**src/rtl/ft245_pkg.sv**
```systemverilog
// Shared types for the FT245 bridge: FSM states, arbitration direction, level width helper.
// Latency: n/a (types and constant functions only).
// Backpressure: n/a.
package ft245_pkg;

    typedef enum logic [2:0] {
        ST_IDLE,
        ST_RD_STROBE,
        ST_WR_SETUP,
        ST_WR_STROBE,
        ST_WR_HOLD,
        ST_GAP
    } state_e;

    typedef enum logic {
        DIR_RX = 1'b0,
        DIR_TX = 1'b1
    } dir_e;

    // Bits needed to hold an occupancy of 0..depth inclusive.
    function automatic int level_w(input int depth);
        return $clog2(depth + 1);
    endfunction

endpackage

```
**src/rtl/ft245_bridge_fifo.sv**
```systemverilog
// Synchronous first-word-fall-through FIFO with occupancy output.
// Latency: a push is visible at pop_dat/level one clock later; pop_dat is the live head.
// Backpressure: pushes while full and pops while empty are ignored; caller watches full/empty.
module sync_fifo
    import ft245_pkg::*;
#(
    parameter int DATA_W = 8,
    parameter int DEPTH  = 16
) (
    input  logic                      clk,
    input  logic                      reset,
    input  logic                      push,
    input  logic [DATA_W-1:0]         push_dat,
    input  logic                      pop,
    output logic [DATA_W-1:0]         pop_dat,
    output logic                      full,
    output logic                      empty,
    output logic [level_w(DEPTH)-1:0] level
);

    localparam int AW = $clog2(DEPTH);
    localparam int LW = level_w(DEPTH);

    logic [DATA_W-1:0] mem_q [DEPTH];
    logic [AW-1:0]     wr_ptr_q, wr_ptr_d;
    logic [AW-1:0]     rd_ptr_q, rd_ptr_d;
    logic [LW-1:0]     level_q, level_d;
    logic              push_ok;
    logic              pop_ok;

    assign full    = (level_q == LW'(DEPTH));
    assign empty   = (level_q == '0);
    assign push_ok = push && !full;
    assign pop_ok  = pop && !empty;
    assign pop_dat = mem_q[rd_ptr_q];
    assign level   = level_q;

    // Pointer and occupancy update; DEPTH is a power of two so pointers wrap naturally.
    always_comb begin
        wr_ptr_d = wr_ptr_q;
        rd_ptr_d = rd_ptr_q;
        level_d  = level_q;
        if (push_ok) begin
            wr_ptr_d = wr_ptr_q + AW'(1);
        end
        if (pop_ok) begin
            rd_ptr_d = rd_ptr_q + AW'(1);
        end
        case ({push_ok, pop_ok})
            2'b10:   level_d = level_q + LW'(1);
            2'b01:   level_d = level_q - LW'(1);
            default: level_d = level_q;
        endcase
    end

    // Pointer and occupancy registers.
    always_ff @(posedge clk or posedge reset) begin
        if (reset) begin
            wr_ptr_q <= '0;
            rd_ptr_q <= '0;
            level_q  <= '0;
        end else begin
            wr_ptr_q <= wr_ptr_d;
            rd_ptr_q <= rd_ptr_d;
            level_q  <= level_d;
        end
    end

    // Storage array; contents need no reset because level gates every read.
    always_ff @(posedge clk) begin
        if (push_ok) begin
            mem_q[wr_ptr_q] <= push_dat;
        end
    end

endmodule

```
**src/rtl/ft245_bridge.sv**
```systemverilog
// FT245-style parallel FIFO bridge: synchronised txe/rxf flags, timed rd/wr strobes, buffered streams.
// Latency: read = 1 + STROBE + GAP clocks; write = SETUP + STROBE + 1 + GAP + 1 clocks per byte.
// Backpressure: tx_ready drops when the TX FIFO is full; pad reads stall while the RX FIFO is full.
module ft245_bridge
    import ft245_pkg::*;
#(
    parameter int DATA_W        = 8,
    parameter int SYNC_STAGES   = 2,
    parameter int TX_DEPTH      = 16,
    parameter int RX_DEPTH      = 16,
    parameter int STROBE_CYCLES = 4,
    parameter int SETUP_CYCLES  = 1,
    parameter int GAP_CYCLES    = 4
) (
    input  logic                         clk,
    input  logic                         reset,
    input  logic [DATA_W-1:0]            tx_data,
    input  logic                         tx_valid,
    output logic                         tx_ready,
    output logic [DATA_W-1:0]            rx_data,
    output logic                         rx_valid,
    input  logic                         rx_ready,
    input  logic [DATA_W-1:0]            pad_data_i,
    output logic [DATA_W-1:0]            pad_data_o,
    output logic                         pad_data_oe,
    input  logic                         pad_txe_n,
    input  logic                         pad_rxf_n,
    output logic                         pad_wr_n,
    output logic                         pad_rd_n,
    output logic [level_w(TX_DEPTH)-1:0] tx_level,
    output logic [level_w(RX_DEPTH)-1:0] rx_level
);

    localparam int MAX_A   = (STROBE_CYCLES > SETUP_CYCLES) ? STROBE_CYCLES : SETUP_CYCLES;
    localparam int MAX_CNT = (MAX_A > GAP_CYCLES) ? MAX_A : GAP_CYCLES;
    localparam int CNT_W   = $clog2(MAX_CNT + 1);

    localparam logic [CNT_W-1:0] STROBE_LAST = CNT_W'(STROBE_CYCLES - 1);
    localparam logic [CNT_W-1:0] SETUP_LAST  = CNT_W'(SETUP_CYCLES - 1);
    localparam logic [CNT_W-1:0] GAP_LAST    = CNT_W'(GAP_CYCLES - 1);

    // The gap must outlast the flag synchroniser or a stale flag would start a second transfer.
    if (GAP_CYCLES < SYNC_STAGES + 1) begin : g_gap_chk
        $error("ft245_bridge: GAP_CYCLES must be at least SYNC_STAGES+1");
    end
    if (SYNC_STAGES < 2) begin : g_sync_chk
        $error("ft245_bridge: SYNC_STAGES must be at least 2");
    end

    // ---------------- flag synchronisers ----------------
    logic [SYNC_STAGES-1:0] txe_sync_q, txe_sync_d;
    logic [SYNC_STAGES-1:0] rxf_sync_q, rxf_sync_d;
    logic                   txe_s;
    logic                   rxf_s;

    for (genvar g = 0; g < SYNC_STAGES; g++) begin : g_sync
        if (g == 0) begin : g_first
            assign txe_sync_d[g] = pad_txe_n;
            assign rxf_sync_d[g] = pad_rxf_n;
        end else begin : g_next
            assign txe_sync_d[g] = txe_sync_q[g-1];
            assign rxf_sync_d[g] = rxf_sync_q[g-1];
        end
    end

    // Synchroniser chains reset to the inactive (high) flag level.
    always_ff @(posedge clk or posedge reset) begin
        if (reset) begin
            txe_sync_q <= '1;
            rxf_sync_q <= '1;
        end else begin
            txe_sync_q <= txe_sync_d;
            rxf_sync_q <= rxf_sync_d;
        end
    end

    assign txe_s = txe_sync_q[SYNC_STAGES-1];
    assign rxf_s = rxf_sync_q[SYNC_STAGES-1];

    // ---------------- FIFOs ----------------
    logic              tx_full, tx_empty, tx_pop;
    logic              rx_full, rx_empty, rx_push;
    logic [DATA_W-1:0] tx_head;

    sync_fifo #(.DATA_W(DATA_W), .DEPTH(TX_DEPTH)) u_tx_fifo (
        .clk      (clk),
        .reset    (reset),
        .push     (tx_valid),
        .push_dat (tx_data),
        .pop      (tx_pop),
        .pop_dat  (tx_head),
        .full     (tx_full),
        .empty    (tx_empty),
        .level    (tx_level)
    );

    sync_fifo #(.DATA_W(DATA_W), .DEPTH(RX_DEPTH)) u_rx_fifo (
        .clk      (clk),
        .reset    (reset),
        .push     (rx_push),
        .push_dat (pad_data_i),
        .pop      (rx_ready),
        .pop_dat  (rx_data),
        .full     (rx_full),
        .empty    (rx_empty),
        .level    (rx_level)
    );

    assign tx_ready = !tx_full;
    assign rx_valid = !rx_empty;

    // ---------------- transfer FSM ----------------
    state_e            state_q, state_d;
    dir_e              prio_q, prio_d;
    logic [CNT_W-1:0]  cnt_q, cnt_d;
    logic              rd_ok, wr_ok;

    assign rd_ok = !rxf_s && !rx_full;
    assign wr_ok = !txe_s && !tx_empty;

    // Next state, phase counter, round-robin priority and FIFO strobes.
    always_comb begin
        state_d = state_q;
        cnt_d   = cnt_q;
        prio_d  = prio_q;
        rx_push = 1'b0;
        tx_pop  = 1'b0;
        case (state_q)
            ST_IDLE: begin
                cnt_d = '0;
                if (rd_ok && (!wr_ok || prio_q == DIR_RX)) begin
                    state_d = ST_RD_STROBE;
                end else if (wr_ok) begin
                    state_d = ST_WR_SETUP;
                end
            end
            ST_RD_STROBE: begin
                if (cnt_q == STROBE_LAST) begin
                    rx_push = 1'b1;
                    cnt_d   = '0;
                    prio_d  = (prio_q == DIR_RX) ? DIR_TX : DIR_RX;
                    state_d = ST_GAP;
                end else begin
                    cnt_d = cnt_q + CNT_W'(1);
                end
            end
            ST_WR_SETUP: begin
                if (cnt_q == SETUP_LAST) begin
                    cnt_d   = '0;
                    state_d = ST_WR_STROBE;
                end else begin
                    cnt_d = cnt_q + CNT_W'(1);
                end
            end
            ST_WR_STROBE: begin
                if (cnt_q == STROBE_LAST) begin
                    cnt_d   = '0;
                    state_d = ST_WR_HOLD;
                end else begin
                    cnt_d = cnt_q + CNT_W'(1);
                end
            end
            ST_WR_HOLD: begin
                tx_pop  = 1'b1;
                cnt_d   = '0;
                prio_d  = (prio_q == DIR_RX) ? DIR_TX : DIR_RX;
                state_d = ST_GAP;
            end
            ST_GAP: begin
                if (cnt_q == GAP_LAST) begin
                    cnt_d   = '0;
                    state_d = ST_IDLE;
                end else begin
                    cnt_d = cnt_q + CNT_W'(1);
                end
            end
            default: begin
                cnt_d   = '0;
                state_d = ST_IDLE;
            end
        endcase
    end

    // FSM state, phase counter and priority registers.
    always_ff @(posedge clk or posedge reset) begin
        if (reset) begin
            state_q <= ST_IDLE;
            cnt_q   <= '0;
            prio_q  <= DIR_RX;
        end else begin
            state_q <= state_d;
            cnt_q   <= cnt_d;
            prio_q  <= prio_d;
        end
    end

    // ---------------- pad outputs ----------------
    logic              wr_n_q, wr_n_d;
    logic              rd_n_q, rd_n_d;
    logic              oe_q, oe_d;
    logic [DATA_W-1:0] data_q, data_d;
    logic              wr_phase;

    // Pad pins decoded from the next state so they come straight from flops, glitch-free.
    always_comb begin
        wr_phase = state_d inside {ST_WR_SETUP, ST_WR_STROBE, ST_WR_HOLD};
        oe_d     = wr_phase;
        data_d   = wr_phase ? tx_head : '0;
        wr_n_d   = (state_d != ST_WR_STROBE);
        rd_n_d   = (state_d != ST_RD_STROBE);
    end

    // Pad output registers; reset releases the bus and parks both strobes high at once.
    always_ff @(posedge clk or posedge reset) begin
        if (reset) begin
            wr_n_q <= 1'b1;
            rd_n_q <= 1'b1;
            oe_q   <= 1'b0;
            data_q <= '0;
        end else begin
            wr_n_q <= wr_n_d;
            rd_n_q <= rd_n_d;
            oe_q   <= oe_d;
            data_q <= data_d;
        end
    end

    assign pad_wr_n    = wr_n_q;
    assign pad_rd_n    = rd_n_q;
    assign pad_data_oe = oe_q;
    assign pad_data_o  = data_q;

endmodule

```
**config.mk**
```make
export PLATFORM = sky130hd
export DESIGN_NAME = ft245_bridge
export DESIGN_NICKNAME = d
export VERILOG_FILES = /design/src/rtl/ft245_pkg.sv /design/src/rtl/ft245_bridge_fifo.sv /design/src/rtl/ft245_bridge.sv
export SDC_FILE = /design/constraint.sdc
export NUM_CORES = 1
export LEC_CHECK = 0
export CORE_ASPECT_RATIO = 1.5
export CORE_MARGIN = 2
export CORE_UTILIZATION = 40
export DETAILED_ROUTE_END_ITERATION = 8
export PLACE_DENSITY_LB_ADDON = 0.1
export SLEW_MARGIN = 40
export SYNTH_ARGS = -nofsm -noshare
export SYNTH_HDL_FRONTEND = slang
export SYNTH_SLANG_ARGS = --single-unit
```
**constraint.sdc**
```tcl
create_clock -name clk -period 7.9 [get_ports clk]
set_input_delay 1.58 -clock clk [delete_from_list [all_inputs] [get_ports clk]]
set_output_delay 1.58 -clock clk [all_outputs]
set_load 0.1 [all_outputs]
```
==> flow_metrics.env, run 1 <==
export IMPL_status="complete, no violations"
export IMPL_clock_power_share_pct=26.7
export IMPL_sw_frac_of_total_pct=37.1
export IMPL_io_pins=53
export IMPL_area_growth_pct=15.7
export IMPL_cts_max_level=1
export IMPL_drt_initial_drc_count=299
export IMPL_yosys_top_cells_area="edfxtp_1 63%, mux4_2 13%, dfrtp_1 8.6%"
export IMPL_arrival_ps=2930
export IMPL_path_delay_family="multiplexers"
export IMPL_ys_ff_latch=304
export IMPL_crit_chain="buf_4 > mux4_2 > mux4_2 > buf_2"
export IMPL_cts_tree="done"
export IMPL_critPathKind="register to output pin"
export IMPL_drcViolationCount=0
export IMPL_syn_cell_area_um2=12200
export IMPL_fp_row_count=78
export IMPL_via_per_inst=5.14
export IMPL_rsz0062_at_grt="no"
export IMPL_ant_nets=0
export IMPL_drive_above_1_share_pct=28.8
export IMPL_fin_crit_sh_pct=57.1
export IMPL_core_um2=30200
export IMPL_ys_flop_type="edfxtp_1"
export IMPL_wl_per_cell_um=22.0
export IMPL_gr_usage_all_layers_pct=15.9
export IMPL_p_int_uw=3410
export IMPL_dieHeight_um=218
export IMPL_grt_first_pass_wirelength_um=38200
export IMPL_worst_pin_slew_ps=841
export IMPL_antenna_cells=0
export IMPL_end_kind="output pin"
export IMPL_synthCells=630
export IMPL_max_freq_mhz=222
export IMPL_cts_sinks=304
export IMPL_cp_num_buf_inv=2
export IMPL_max_stage_delay_ps=770
export IMPL_ys_types=45
export IMPL_max_slew_margin_pct=43.7
export IMPL_cp_data_required_time_ps=6320
export IMPL_cts_clk_slew_worst_paths_ps=60
export IMPL_cts_resized=0
export IMPL_p_leak_uw=0.00470
export IMPL_synthesis_nets=676
export IMPL_drt_pass1_iter_count=5
export IMPL_hold_violations=0
export IMPL_start_util_pct=40.4
export IMPL_post_cts_setup_buffers=0
export IMPL_hp_class="register to register"
export IMPL_p_per_area_nw_per_um2=384
export IMPL_postLayoutCoreUtil_pct=46.7
export IMPL_crit_fanout=20
export IMPL_vias=5709
export IMPL_antenna_found_initial=0
export IMPL_hold_buffers=0
export IMPL_die_x_um=146
export IMPL_yosysTopAreaCellShare_pct=63.1
export IMPL_cts_buffers_inserted=28
export IMPL_grt_max_degree=49
export IMPL_p_switching_uw=2010
export IMPL_finalNetCount=735
export IMPL_cp_slowest_cell="dfrtp_1"
export IMPL_synth_edf_count=256
export IMPL_fin_crit_ps=4510
export IMPL_globalRouteOverflowTotal=0
export IMPL_p_seq_share_pct=40.2
export IMPL_clock_skew_ps=7.80
export IMPL_finalWirelength_um=24400
export IMPL_vdd_drop_max_uv=233
export IMPL_cts_path_max_buffers=3
export IMPL_hpwl_um=16400
export IMPL_syn_area_per_cell_um2=19.3
export IMPL_clockRootBuffer="clkbuf_16"
export IMPL_startpoint_type="register"
export IMPL_yosysTopAreaCell="edfxtp_1"
export IMPL_port_buffers=52
export IMPL_place_gp_congestion=0.731
export IMPL_setup_viol=0
export IMPL_critPathMostFrequentCell="mux4_2"
export IMPL_die_area_um2=31900
export IMPL_async_reset_ff_share_pct=15.8
export IMPL_max_cap_viol_count=0
export IMPL_tns_ps=0
export IMPL_slew_viol_final=0
export IMPL_p_comb_share_pct=33.1
export IMPL_yosysWarnings=0
export IMPL_insertion_delay_ps=550
export IMPL_yosysSeqAreaShare_pct=73.0
export IMPL_grt_pass1_vias=6380
==> Yosys cell counts (3+ instances only) <==
| library cell | number |
|---|---|
| edfxtp_1 | 256 |
| mux4_2 | 72 |
| dfrtp_1 | 42 |
| inv_1 | 25 |
| ha_1 | 22 |
| nand2_1 | 21 |
| nor2_1 | 19 |
| a22oi_1 | 16 |
| clkbuf_1 | 16 |
| o21ai_0 | 14 |
| xnor2_1 | 14 |
| and2_1 | 11 |
| a21oi_1 | 10 |
| a21oi_2 | 8 |
| buf_1 | 8 |
| nor2b_1 | 7 |
| xor2_1 | 7 |
| buf_2 | 6 |
| dfstp_2 | 6 |
| nand2b_1 | 5 |
| nor4_1 | 5 |
| nand4_1 | 4 |
| nor3_1 | 4 |
| buf_4 | 3 |
| mux2_2 | 3 |
==> layout make-up <==
type,count,area [um^2]
Clock buffer,35,748
Inverter,25,93.8
Sequential cell,304,8900
Tap cell,400,500
Fill cell,2541,16100
Timing Repair Buffer,63,463
Multi-Input combinational cell,267,3140
Clock inverter,17,245
==> worst paths after layout <==
kind                                    endpoint  slack, ps  cells after the start                  start
hold / removal                     txe_sync_q[1]        360                      0          txe_sync_q[0]
min in group asynchronous  u_rx_fifo.rd_ptr_q[2]       1550                      3                  reset
max in group asynchronous  u_tx_fifo.rd_ptr_q[1]       5830                      3                  reset
setup reg to reg              u_rx_fifo.level[4]       4190                     11             state_q[1]
setup / recovery                      rx_data[0]       3390                      4  u_rx_fifo.rd_ptr_q[1]
hold reg to reg                    txe_sync_q[1]        360                      0          txe_sync_q[0]
==> sequential cells by signal, summed over array words and instances, names as in the netlist <==
| register | count |
|---|---|
| cnt_q | 3 |
| pad_data_o | 8 |
| pad_data_oe | 1 |
| pad_rd_n | 1 |
| pad_wr_n | 1 |
| prio_q | 1 |
| rxf_sync_q | 2 |
| state_q | 3 |
| txe_sync_q | 2 |
| u_rx_fifo.level | 5 |
| u_rx_fifo.mem_q | 128 |
| u_rx_fifo.rd_ptr_q | 4 |
| u_rx_fifo.wr_ptr_q | 4 |
| u_tx_fifo.level | 5 |
| u_tx_fifo.mem_q | 128 |
| u_tx_fifo.rd_ptr_q | 4 |
| u_tx_fifo.wr_ptr_q | 4 |
==> cells in the final DEF, fill, tap and decap left out, types with 4 or more instances in the layout <==
| master | n |
|---|---|
| nor4_4 | 5 |
| nand2_1 | 21 |
| a22oi_1 | 16 |
| clkbuf_1 | 6 |
| nor2_2 | 15 |
| and2_1 | 11 |
| clkbuf_16 | 29 |
| xor2_1 | 7 |
| nor2b_1 | 7 |
| ha_1 | 22 |
| buf_4 | 7 |
| nand4_1 | 4 |
| a21oi_2 | 8 |
| xnor2_1 | 14 |
| dfstp_2 | 6 |
| dfrtp_1 | 39 |
| nand2b_1 | 5 |
| bufinv_16 | 6 |
| o21ai_0 | 14 |
| clkdlybuf4s50_1 | 21 |
| nor3_1 | 4 |
| edfxtp_1 | 256 |
| a21oi_1 | 10 |
| buf_2 | 31 |
| clkinvlp_4 | 4 |
| buf_6 | 4 |
| inv_1 | 24 |
| mux4_2 | 72 |
| nor2_1 | 4 |
==> metrics by stage <==
| stage | setup slack, ps | cells | power [uW] | hold WS (ps) | area, um^2 |
|---|---|---|---|---|---|
| finish | 3390 | 1111 | 5420 | 355 | 14100 |
| global route | 3260 | 1111 | 5670 | 358 | 14100 |
| CTS | 3330 | 1111 | 5500 | 357 | 14100 |
| detailed placement | 3720 | 1059 | 4030 | 347 | 13100 |
| global placement | 3060 | 1055 | 4070 | 346 | 13200 |
| floorplan | 3770 | 630 | 3670 | 345 | 12200 |
==> power groups by stage <==
| stage | Clock [uW] | Combinational, uW | Sequential (uW) |
|---|---|---|---|
| global placement | 0 | 1860 | 2210 |
| CTS | 1490 | 1820 | 2190 |
| detailed placement | 0 | 1810 | 2220 |
| finish | 1440 | 1790 | 2180 |
| floorplan | 0 | 1300 | 2370 |
| global route | 1540 | 1910 | 2220 |
==> cell families (layout without fill, tap and decap cells) <==
logic type / count (synthesis) / count (layout) / share of synthesized area, %
XOR/XNOR: 21 / 21 / 1.51
AND/OR/NAND/NOR: 88 / 88 / 4.00
AO/OA/AOI/OAI: 58 / 58 / 3.18
flip-flops: 304 / 304 / 73.0
multiplexers: 76 / 76 / 13.7
buffers and inverters: 59 / 140 / 2.03
adder cells (fa/ha/maj): 24 / 24 / 2.59
==> metal layers <==
layer | track usage, % | vias up | wire, um
met5 | 0 | - | 0
met4 | 5.11 | 0 | 591
met3 | 1.99 | 45 | 637
met2 | 31.0 | 87 | 14000
met1 | 18.1 | 2972 | 9180
li1 | - | 2605 | -
Power figures use the tool's default switching activity.
==> inputs of run 2 (changes only) <==
clock period = 4.4 ns   (was 7.9 ns; I/O delays follow)
==> flow_metrics.env, run 2 (synthesis gave the netlist of run 1 again) <==
export IMPL_arrival_ps=2730
export IMPL_final_cell_mix="256 x edfxtp_1, 72 x mux4_2, 39 x dfrtp_1, 30 x clkbuf_16, 24 x inv_1"
export IMPL_worst_pin_slew_ps=790
export IMPL_crit_fanout=27
export IMPL_drt_initial_drc_count=264
export IMPL_p_leak_uw=0.00474
export IMPL_antenna_found_initial=0
export IMPL_tns_ps=0
export IMPL_drive_above_1_share_pct=29.3
export IMPL_grt_first_pass_wirelength_um=37500
export IMPL_max_slew_margin_pct=47.1
export IMPL_hold_end="txe_sync_q[1]"
export IMPL_crit_chain="buf_12 > mux4_2 > mux4_2 > buf_4"
export IMPL_drt_pass1_iter_count=4
export IMPL_area_growth_pct=15.7
export IMPL_dieHeight_um=218
export IMPL_clockRootBuffer="clkbuf_16"
export IMPL_rsz0062_at_grt="no"
export IMPL_hp_class="register to register"
export IMPL_port_buffers=52
export IMPL_power_uw=9840
export IMPL_setup_viol=0
export IMPL_clock_skew_ps=28.7
export IMPL_via_per_inst=5.07
export IMPL_grt_max_degree=37
export IMPL_placed_area_um2=13100
export IMPL_r2r_start="state_q[1]"
export IMPL_p_per_area_nw_per_um2=698
export IMPL_place_inst=1060
export IMPL_critPathMostFrequentCell="mux4_2"
export IMPL_critPathKind="register to output pin"
export IMPL_holdCritStartpoint="txe_sync_q[0]"
export IMPL_cts_tree="done"
export IMPL_cts_resized=0
export IMPL_r2r_slack_ps=830
export IMPL_hpwl_um=16100
export IMPL_startpoint_type="register"
export IMPL_cts_clk_slew_worst_paths_ps=70
export IMPL_core_um2=30200
export IMPL_cp_data_required_time_ps=3520
export IMPL_max_freq_mhz=277
export IMPL_max_stage_delay_ps=560
export IMPL_die_x_um=146
export IMPL_dp_slack_ps=858
export IMPL_insertion_delay_ps=570
export IMPL_vias=5648
export IMPL_ant_nets=0
export IMPL_place_gp_congestion=0.789
export IMPL_status="complete, no violations"
export IMPL_layout_commonest_cell="edfxtp_1"
export IMPL_antenna_cells=0
export IMPL_hold_depth=0
export IMPL_finalNetCount=737
export IMPL_cp_slowest_cell="dfrtp_2"
export IMPL_slew_viol_final=0
export IMPL_vdd_drop_max_uv=322
export IMPL_fin_ws_ps=792
export IMPL_grt_pass1_vias=6356
export IMPL_globalRouteOverflowTotal=0
export IMPL_worstReg2RegEnd="u_rx_fifo.level[4]"
export IMPL_drcViolationCount=0
export IMPL_cts_buffers_inserted=29
export IMPL_io_pins=53
export IMPL_die_area_um2=31900
export IMPL_fp_row_count=78
export IMPL_start_util_pct=40.4
export IMPL_rr_worst_depth=11
export IMPL_hold_violations=0
export IMPL_final_cells=1114
export IMPL_post_cts_setup_buffers=0
export IMPL_hold_buffers=0
export IMPL_gr_usage_all_layers_pct=15.5
export IMPL_cts_sinks=304
export IMPL_fin_crit_sh_pct=82.0
export IMPL_cts_path_max_buffers=3
export IMPL_stdcell_area_um2=14100
export IMPL_cts_max_level=1
export IMPL_fin_crit_ps=3610
export IMPL_max_cap_viol_count=0
export IMPL_end_kind="output pin"
export IMPL_finalWirelength_um=23700
export IMPL_wl_per_cell_um=21.2
[run 2: through the flow]
step                      util (%)  hold WS [ps]
final                         46.8           360
after global routing          46.8           368
after CTS                     46.7           362
after detailed placement      43.3           347
after global placement        43.6           346
after floorplan                  -           345
[run 2: how the worst max path moves through the flow]
stage	start	to	slack, ps	depth (start not counted)
final	u_rx_fifo.rd_ptr_q[0]	rx_data[0]	790	4
after global routing	state_q[1]	u_rx_fifo.level[4]	480	11
after CTS	u_rx_fifo.rd_ptr_q[0]	rx_data[0]	730	4
after detailed placement	state_q[1]	u_rx_fifo.level[4]	860	11
after global placement	state_q[1]	u_rx_fifo.level[4]	1010	11
after floorplan	u_tx_fifo.level[4]	u_tx_fifo.level[4]	270	12
[run 2: worst max-delay path, delay by kind of cell (launching register included)]
family | cells | cell delay (ps)
buffers and inverters | 2 | 550
muxes | 2 | 1050
DFF | 1 | 560
[run 2: routing by layer]
layer  wire length (um)  vias to the layer above  track usage (%)
met3                679                       37             2.09
met1               9010                     2927             17.4
met4                486                        0             4.43
li1                   -                     2604                -
met5                  0                        -                0
met2              13500                       80             30.5
[run 2: layout make-up]
type                            count  area [um^2]
Tap cell                          400          500
Clock buffer                       37          817
Clock inverter                     17          198
Fill cell                        2520        16100
Inverter                           25         96.3
Timing Repair Buffer               64          488
Multi-Input combinational cell    267         3100
Sequential cell                   304         8900
[run 2: power breakdown]
group | total [uW] | switching, uW | internal (uW) | leakage (uW)
registers | 3860 | 409 | 3450 | 0.00289
logic | 3360 | 2190 | 1170 | 0.00135
clock network | 2620 | 1070 | 1550 | 0.000502
total | 9840 | 3670 | 6170 | 0.00474
==> inputs of run 3 (changes only) <==
clock period = 3.2 ns   (was 4.4 ns; I/O delays follow)
==> flow_metrics.env, run 3 (synthesis gave the netlist of run 1 again) <==
export IMPL_globalRouteOverflowTotal=0
export IMPL_hp_class="register to register"
export IMPL_drt_pass1_iter_count=4
export IMPL_final_cells=1145
export IMPL_cts_sinks=304
export IMPL_place_gp_congestion=0.728
export IMPL_placed_area_um2=13500
export IMPL_hold_violations=0
export IMPL_nFillCells=2466
export IMPL_port_buffers=52
export IMPL_setup_viol=0
export IMPL_hpwl_um=17600
export IMPL_vias=5832
export IMPL_p_leak_uw=0.00498
export IMPL_fin_crit_ps=3130
export IMPL_final_cell_mix="256 x edfxtp_1, 72 x mux4_2, 60 x buf_4, 31 x clkbuf_16, 30 x dfrtp_1"
export IMPL_grt_max_degree=36
export IMPL_vdd_drop_max_uv=454
export IMPL_cts_max_level=1
export IMPL_power_uw=14300
export IMPL_cts_path_max_buffers=3
export IMPL_busiest_layer="met2"
export IMPL_via_per_inst=5.09
export IMPL_use_met1_pct=17.0
export IMPL_arrival_ps=2490
export IMPL_regArea_um2=8920
export IMPL_r2r_slack_ps=200
export IMPL_io_pins=53
export IMPL_max_cap_viol_count=0
export IMPL_finalNetCount=768
export IMPL_p_switching_uw=5220
export IMPL_wl_per_cell_um=22.2
export IMPL_p_int_uw=9050
export IMPL_finalWirelength_um=25400
export IMPL_antenna_cells=0
export IMPL_status="complete, no violations"
export IMPL_cts_buffers_inserted=29
export IMPL_gr_usage_all_layers_pct=16.3
export IMPL_layout_commonest_cell="edfxtp_1"
export IMPL_p_comb_share_pct=38.7
export IMPL_max_freq_mhz=320
export IMPL_drt_initial_drc_count=308
export IMPL_sw_frac_of_total_pct=36.6
export IMPL_ant_nets=0
export IMPL_antenna_found_initial=0
export IMPL_met3_usage_pct=2.47
export IMPL_area_growth_pct=19.5
export IMPL_core_um2=30200
export IMPL_drive_above_1_share_pct=32.2
export IMPL_critPathKind="register to output pin"
export IMPL_tns_ps=0
export IMPL_stdcell_area_um2=14600
export IMPL_r2r_start="u_rx_fifo.level[3]"
export IMPL_slew_viol_final=0
export IMPL_max_slew_margin_pct=48.3
export IMPL_grt_first_pass_wirelength_um=38800
export IMPL_crit_fanout=10
export IMPL_rsz0062_at_grt="no"
export IMPL_worst_pin_slew_ps=774
export IMPL_grt_pass1_vias=6490
export IMPL_clock_skew_ps=23.8
export IMPL_cts_tree="done"
export IMPL_holdCritStartpoint="txe_sync_q[0]"
export IMPL_hold_end="txe_sync_q[1]"
export IMPL_p_seq_share_pct=36.1
export IMPL_dieHeight_um=218
export IMPL_die_x_um=146
export IMPL_place_inst=1086
export IMPL_fp_row_count=78
export IMPL_cts_clk_slew_worst_paths_ps=70
export IMPL_path_depth=5
export IMPL_worstReg2RegEnd="u_rx_fifo.level[4]"
export IMPL_insertion_delay_ps=560
export IMPL_max_stage_delay_ps=530
export IMPL_drcViolationCount=0
export IMPL_worst_hold_slack_ps=356
export IMPL_cp_num_buf_inv=3
export IMPL_die_area_um2=31900
export IMPL_cp_slowest_cell="mux4_2"
export IMPL_rr_worst_depth=12
export IMPL_end_kind="output pin"
export IMPL_clock_power_share_pct=25.1
export IMPL_cp_data_required_time_ps=2560
export IMPL_clockRootBuffer="clkbuf_16"
export IMPL_path_delay_family="multiplexers"
export IMPL_p_per_area_nw_per_um2=980
export IMPL_fin_crit_sh_pct=97.8
export IMPL_crit_chain="buf_12 > clkbuf_16 > mux4_2 > mux4_2 > buf_12"
export IMPL_start_util_pct=40.4
export IMPL_met2_usage_pct=33.3
export IMPL_startpoint_type="register"
export IMPL_multiInputGateArea_um2=3090
export IMPL_hold_depth=0
run 3: final cells by class:
cell class	instances	share of cell area, %
inverter	25	0.644
multi-input combinational	267	21.2
timing repair buffer	95	6.47
tap	400	3.44
clock inverter	20	1.62
clock buffer	34	5.32
sequential	304	61.3
run 3: worst reg2reg max path, cell delays in order, from the launching register on:
cell and delay (ps):
dfrtp_4 510, nor4_4 330, a21boi_0 150, nor2b_1 170, inv_2 120, ha_2 230, inv_1 80, fa_1 410
nor2b_1 120, o21ai_1 80, nand3_1 90, or3b_2 460, xnor2_1 130
run 3: per-stage QoR:
step,util [%],setup slack (ps)
final,48.3,71.1
after global routing,48.3,4.24
after CTS,48.0,0.975
after detailed placement,44.6,202
after global placement,44.6,280
after floorplan,-,-22.3
run 3: repair_timing:
item,4_1_cts,5_1_grt
hold buffers,0,0
resized for setup,0,1
gates cloned,0,2
endpoints found under the setup margin,8,3
setup buffers,1,2
run 3: power by group through the flow:
stage	registers, uW	clock network, uW	logic, uW
3_3_place_gp	5240	0	5390
5_1_grt	5220	3840	5860
2_1_floorplan	5890	0	3240
4_1_cts	5170	3680	5520
3_5_place_dp	5270	0	5480
6_report	5160	3580	5530
run 3: worst max-delay path by stage:
stage                                      from                  to  slack (ps)
after global routing      u_rx_fifo.rd_ptr_q[0]          rx_data[4]           4
after CTS                 u_rx_fifo.rd_ptr_q[0]          rx_data[4]           1
after global placement                 tx_valid  u_tx_fifo.level[4]         280
after floorplan              u_tx_fifo.level[0]  u_tx_fifo.level[4]         -20
after detailed placement     u_rx_fifo.level[3]  u_rx_fifo.level[4]         200
final                     u_rx_fifo.rd_ptr_q[0]          rx_data[6]          70
run 3: layer usage:
metal | vias to the layer above | share of wire, %
met2 | 100 | 60
met5 | - | 0
met3 | 33 | 3.4
li1 | 2663 | -
met4 | 0 | 1.9
met1 | 3036 | 35
==> RTL edit 1, RTL diff (flow settings as in run 3) <==
Set the parameter `RX_DEPTH` to 8 (it was 16).
--- a/src/rtl/ft245_bridge.sv
+++ b/src/rtl/ft245_bridge.sv
@@ -7,7 +7,7 @@
     parameter int DATA_W        = 8,
     parameter int SYNC_STAGES   = 2,
     parameter int TX_DEPTH      = 16,
-    parameter int RX_DEPTH      = 16,
+    parameter int RX_DEPTH      = 8,
     parameter int STROBE_CYCLES = 4,
     parameter int SETUP_CYCLES  = 1,
     parameter int GAP_CYCLES    = 4
Ports: changed (resized rx_level); port bits go from 53 to 52. The function was not compared with the original's and may differ.
==> RTL edit 1 against run 3 <==
- die area decreased by 21%
- sequential cell count decreased by 67
- synthesized area decreased by 22%
- final area decreased by 22%
- first-iteration DRC count decreased by 14%
- wire length decreased by 24%
- worst setup slack improved by 0.25 ns
- total power decreased by 21%
- largest cell class unchanged
==> RTL edit 1: results <==
set metrics [dict create \
    slew_headroom 0.498 \
    synth-edff-count 192 \
    grt_antenna_before_repair 0 \
    clk_pin_slew_ns 0.06 \
    outcome "finished, final reports clean" \
    min_path_type "flop to flop" \
    r2r_start "cnt_q[0]$_DFF_PP0_" \
    num_antenna_cells 0 \
    grt_max_degree 24 \
    cts_max_path_buffers 3 \
    synth_common_cells "edfxtp_1, mux4_2, dfrtp_1" \
    place_congestion 0.755 \
    cp_top_family "multiplexers" \
    yosys_warnings 0 \
    cts_setup_buffers 0 \
    firstDrtPassIters 5 \
    arrival_ns 2.24 \
    h-tree-depth 1 \
    largest_register_ff_count 128 \
    grt_pass1_vias 5218 \
    dpl_cell_area_um2 10700 \
    cts_buffers 24 \
    async_flop_share 0.190 \
    dpl.hpwl_mm 12.9 \
    drive_gt1_frac 0.295 \
    crit_slowest_cell "mux4_2" \
    wirelength_mm 19.3 \
    ys_seq_area_frac 0.724 \
    ys_top_cells_by_area "edfxtp_1, mux4_2, dfrtp_1" \
    drt_iter0_drc 266 \
    viasPerCell 5.10 \
    fill_cells 1992 \
    clkLatencyLatePin_ns 0.53 \
    critPathMaxFanout 18 \
    synth_nets 555 \
    ir_drop_mv 0.656 \
    slowest_delay_ns 0.56 \
    grt_first_pass_wirelength_mm 29.5 \
    top_register "u_tx_fifo.mem_q" \
    skew_ns 0.0179 \
    min-delay-start "rxf_sync_q[0]$_DFF_PP1_" \
    ys_types 43 \
    cts.repair.resized 0 \
    globalRouteTotalUtil 0.158 \
    dp_worst_setup_slack_ns 0.363 \
    leakage_uw 0.00403 \
    io_buffer_count 51 \
    nets 648 \
    cp-startpoint "u_rx_fifo.rd_ptr_q[0]$_DFFE_PP0P_" \
    cts_root_buf "clkbuf_16" \
    critical_path_class "flop to output pin" \
]
==> RTL edit 1: area by class of cell <==
type	instances	area, um2	area share
clock buffer	29	619	0.0542
timing repair buffer	90	848	0.0742
sequential	237	6900	0.604
clock inverter	15	123	0.0107
inverter	17	63.8	0.00558
tap	319	399	0.0349
multi-input combinational	236	2470	0.216
==> RTL edit 1: final timing paths <==
check,endpoint,slack [ns],depth (start not counted)
min in group asynchronous,u_rx_fifo.wr_ptr_q[2]$_DFFE_PP0P_,0.51,2
min reg2reg,rxf_sync_q[1]$_DFF_PP1_,0.36,0
max in group asynchronous,txe_sync_q[0]$_DFF_PP1_,1.86,3
max reg2reg,u_rx_fifo.level[3]$_DFFE_PP0P_,0.43,11
min,rxf_sync_q[1]$_DFF_PP1_,0.36,0
max,rx_data[0],0.32,4
==> RTL edit 1: kinds of logic (layout without fill, tap and decap cells) <==
| family | count (synthesis) | in the layout | share of synthesized area |
|---|---|---|---|
| xor gates and xnor gates | 17 | 17 | 0.0156 |
| buffers and inverters | 40 | 151 | 0.0167 |
| AOI/OAI and AO/OA | 50 | 50 | 0.0397 |
| and+or+nand+nor | 85 | 85 | 0.0441 |
| adders and majority gates | 20 | 20 | 0.0278 |
| muxes | 64 | 64 | 0.132 |
| DFF | 237 | 237 | 0.724 |
==> RTL edit 1: metrics by stage <==
step | std cells | util
floorplan | 513 | -
global placement | 897 | 0.452
detailed placement | 899 | 0.453
CTS | 943 | 0.485
global route | 943 | 0.485
finish | 943 | 0.485
==> RTL edit 1: layer usage <==
layer / up-vias / routed length [um] / track usage / part of all wire
li1: 2190 / - / - / -
met1: 2496 / 7520 / 0.175 / 0.39
met2: 92 / 10800 / 0.310 / 0.56
met3: 27 / 595 / 0.0215 / 0.031
met4: 0 / 402 / 0.0459 / 0.021
met5: - / 0 / 0 / 0
==> RTL edit 1: where the power goes <==
group | leakage (uW) | internal, uW | total (uW) | switching (uW)
Clock | 0.000354 | 1470 | 2640 | 1170
Combinational | 0.00140 | 1680 | 4470 | 2780
Sequential | 0.00228 | 3780 | 4210 | 427
==> RTL edit 2, RTL diff (flow settings as in run 3) <==
Without the edit above. Make the reset (`reset`) synchronous in 4 clocked blocks.
--- a/src/rtl/ft245_bridge_fifo.sv
+++ b/src/rtl/ft245_bridge_fifo.sv
@@ -54,7 +54,7 @@
     end
 
     // Pointer and occupancy registers.
-    always_ff @(posedge clk or posedge reset) begin
+    always_ff @(posedge clk) begin
         if (reset) begin
             wr_ptr_q <= '0;
             rd_ptr_q <= '0;
--- a/src/rtl/ft245_bridge.sv
+++ b/src/rtl/ft245_bridge.sv
@@ -64,7 +64,7 @@
     end
 
     // Synchroniser chains reset to the inactive (high) flag level.
-    always_ff @(posedge clk or posedge reset) begin
+    always_ff @(posedge clk) begin
         if (reset) begin
             txe_sync_q <= '1;
             rxf_sync_q <= '1;
@@ -182,7 +182,7 @@
     end
 
     // FSM state, phase counter and priority registers.
-    always_ff @(posedge clk or posedge reset) begin
+    always_ff @(posedge clk) begin
         if (reset) begin
             state_q <= ST_IDLE;
             cnt_q   <= '0;
@@ -211,7 +211,7 @@
     end
 
     // Pad output registers; reset releases the bus and parks both strobes high at once.
-    always_ff @(posedge clk or posedge reset) begin
+    always_ff @(posedge clk) begin
         if (reset) begin
             wr_n_q <= 1'b1;
             rd_n_q <= 1'b1;
Function: differs if reset is asserted again (counterexample within 4 cycles, from zero or initial values and one cycle with reset high); with reset held inactive, the same outputs for 10 cycles.
==> RTL edit 2 against run 3 <==
- wire length decreased by 4.7%
- via count increased by 1.2%
- synthesized area decreased by 0.13%
- register-to-register slack got worse by 0.04 ns
- worst setup slack improved by 0.039 ns
- sequential cell count increased by 4
- final area decreased by 1.7%
- highest routed layer unchanged
Power is not compared: it rests on default switching activity, and its combinational part moved more than twofold at a synthesized area within 25%.
==> RTL edit 2: results <==
set metrics [dict create \
    reg2reg_to "u_tx_fifo.level[4]$_SDFFE_PP0P_" \
    fill_cells 2584 \
    n_all_buffers 83 \
    dpl.hpwl_mm 16.3 \
    fin_cells 1167 \
    muxShareOfSynthArea 0.138 \
    sh_seq_area 0.611 \
    globalRouteTotalUtil 0.156 \
    cts.repair.resized 1 \
    rrSetupSlack_ns 0.16 \
    multi_input_area_um2 3220 \
    critPathMaxFanout 16 \
    arrival_ns 2.45 \
    cts_setup_buffers 0 \
    outcome "finished, final reports clean" \
    grt_max_degree 39 \
    cts.sinks 308 \
    synth_fa_ha_area_frac 0.0259 \
    holdWs_ns 0.421 \
    dp_cells 1114 \
    drt_iter0_drc 272 \
    ys_top_cells_by_area "edfxtp_1, mux4_2, dfxtp_1" \
    hold_path_end "txe_sync_q[1]$_SDFF_PP1_" \
    synthXorXnorAreaFrac 0.0115 \
    async_flop_share 0 \
    r2r_start "u_tx_fifo.level[0]$_SDFFE_PP0P_" \
    worst_r2r_path_depth 9 \
    min-delay-start "txe_sync_q[0]$_SDFF_PP1_" \
    ys_seq_area_frac 0.717 \
    grt_pass1_vias 6559 \
    wl_per_cell_um 20.7 \
    syn_inst 665 \
    cts_buffers 28 \
]
## RTL edit 2: per-layer routing
layer | GRT usage | share of wire | vias to the layer above | routed length (um)
met4 | 0.0456 | 0.021 | 0 | 505
met2 | 0.311 | 0.57 | 94 | 13900
li1 | - | - | 2757 | -
met1 | 0.172 | 0.38 | 3018 | 9100
met3 | 0.0203 | 0.029 | 34 | 695
met5 | 0 | 0 | - | 0
## RTL edit 2: power breakdown
group	switching, uW	internal, uW	total [uW]
Combinational	163	76.0	239
Sequential	17.1	4370	4390
Clock	1400	2030	3440
## RTL edit 2: through the flow
| step | cell area (um2) | utilization |
|---|---|---|
| floorplan | 12200 | - |
| global placement | 13300 | 0.443 |
| detailed placement | 13300 | 0.443 |
| CTS | 14300 | 0.475 |
| global route | 14300 | 0.476 |
| finish | 14300 | 0.476 |
## RTL edit 2: worst max path at each step
stage | cells after the start | to | startpoint | slack [ns]
6_report | 4 | rx_data[3] | flop | 0.11
5_1_grt | 9 | u_tx_fifo.level[4]$_SDFFE_PP0P_ | u_tx_fifo.level[0]$_SDFFE_PP0P_ | 0.02
3_3_place_gp | 10 | u_rx_fifo.level[4]$_SDFFE_PP0P_ | rx_ready | 0.02
2_1_floorplan | 9 | u_tx_fifo.level[4]$_SDFFE_PP0P_ | u_tx_fifo.level[0]$_SDFFE_PP0P_ | 0.03
3_5_place_dp | 10 | u_rx_fifo.level[4]$_SDFFE_PP0P_ | rx_ready | -0.13
4_1_cts | 12 | u_rx_fifo.level[4]$_SDFFE_PP0P_ | cnt_q[0]$_SDFF_PP0_ | 0.008
## RTL edit 2: worst max-delay path, cell delays in order, from the launching register on
cell	delay, ns
dfxtp_2	0.40
buf_12	0.20
mux4_2	0.56
mux4_2	0.53
buf_12	0.19
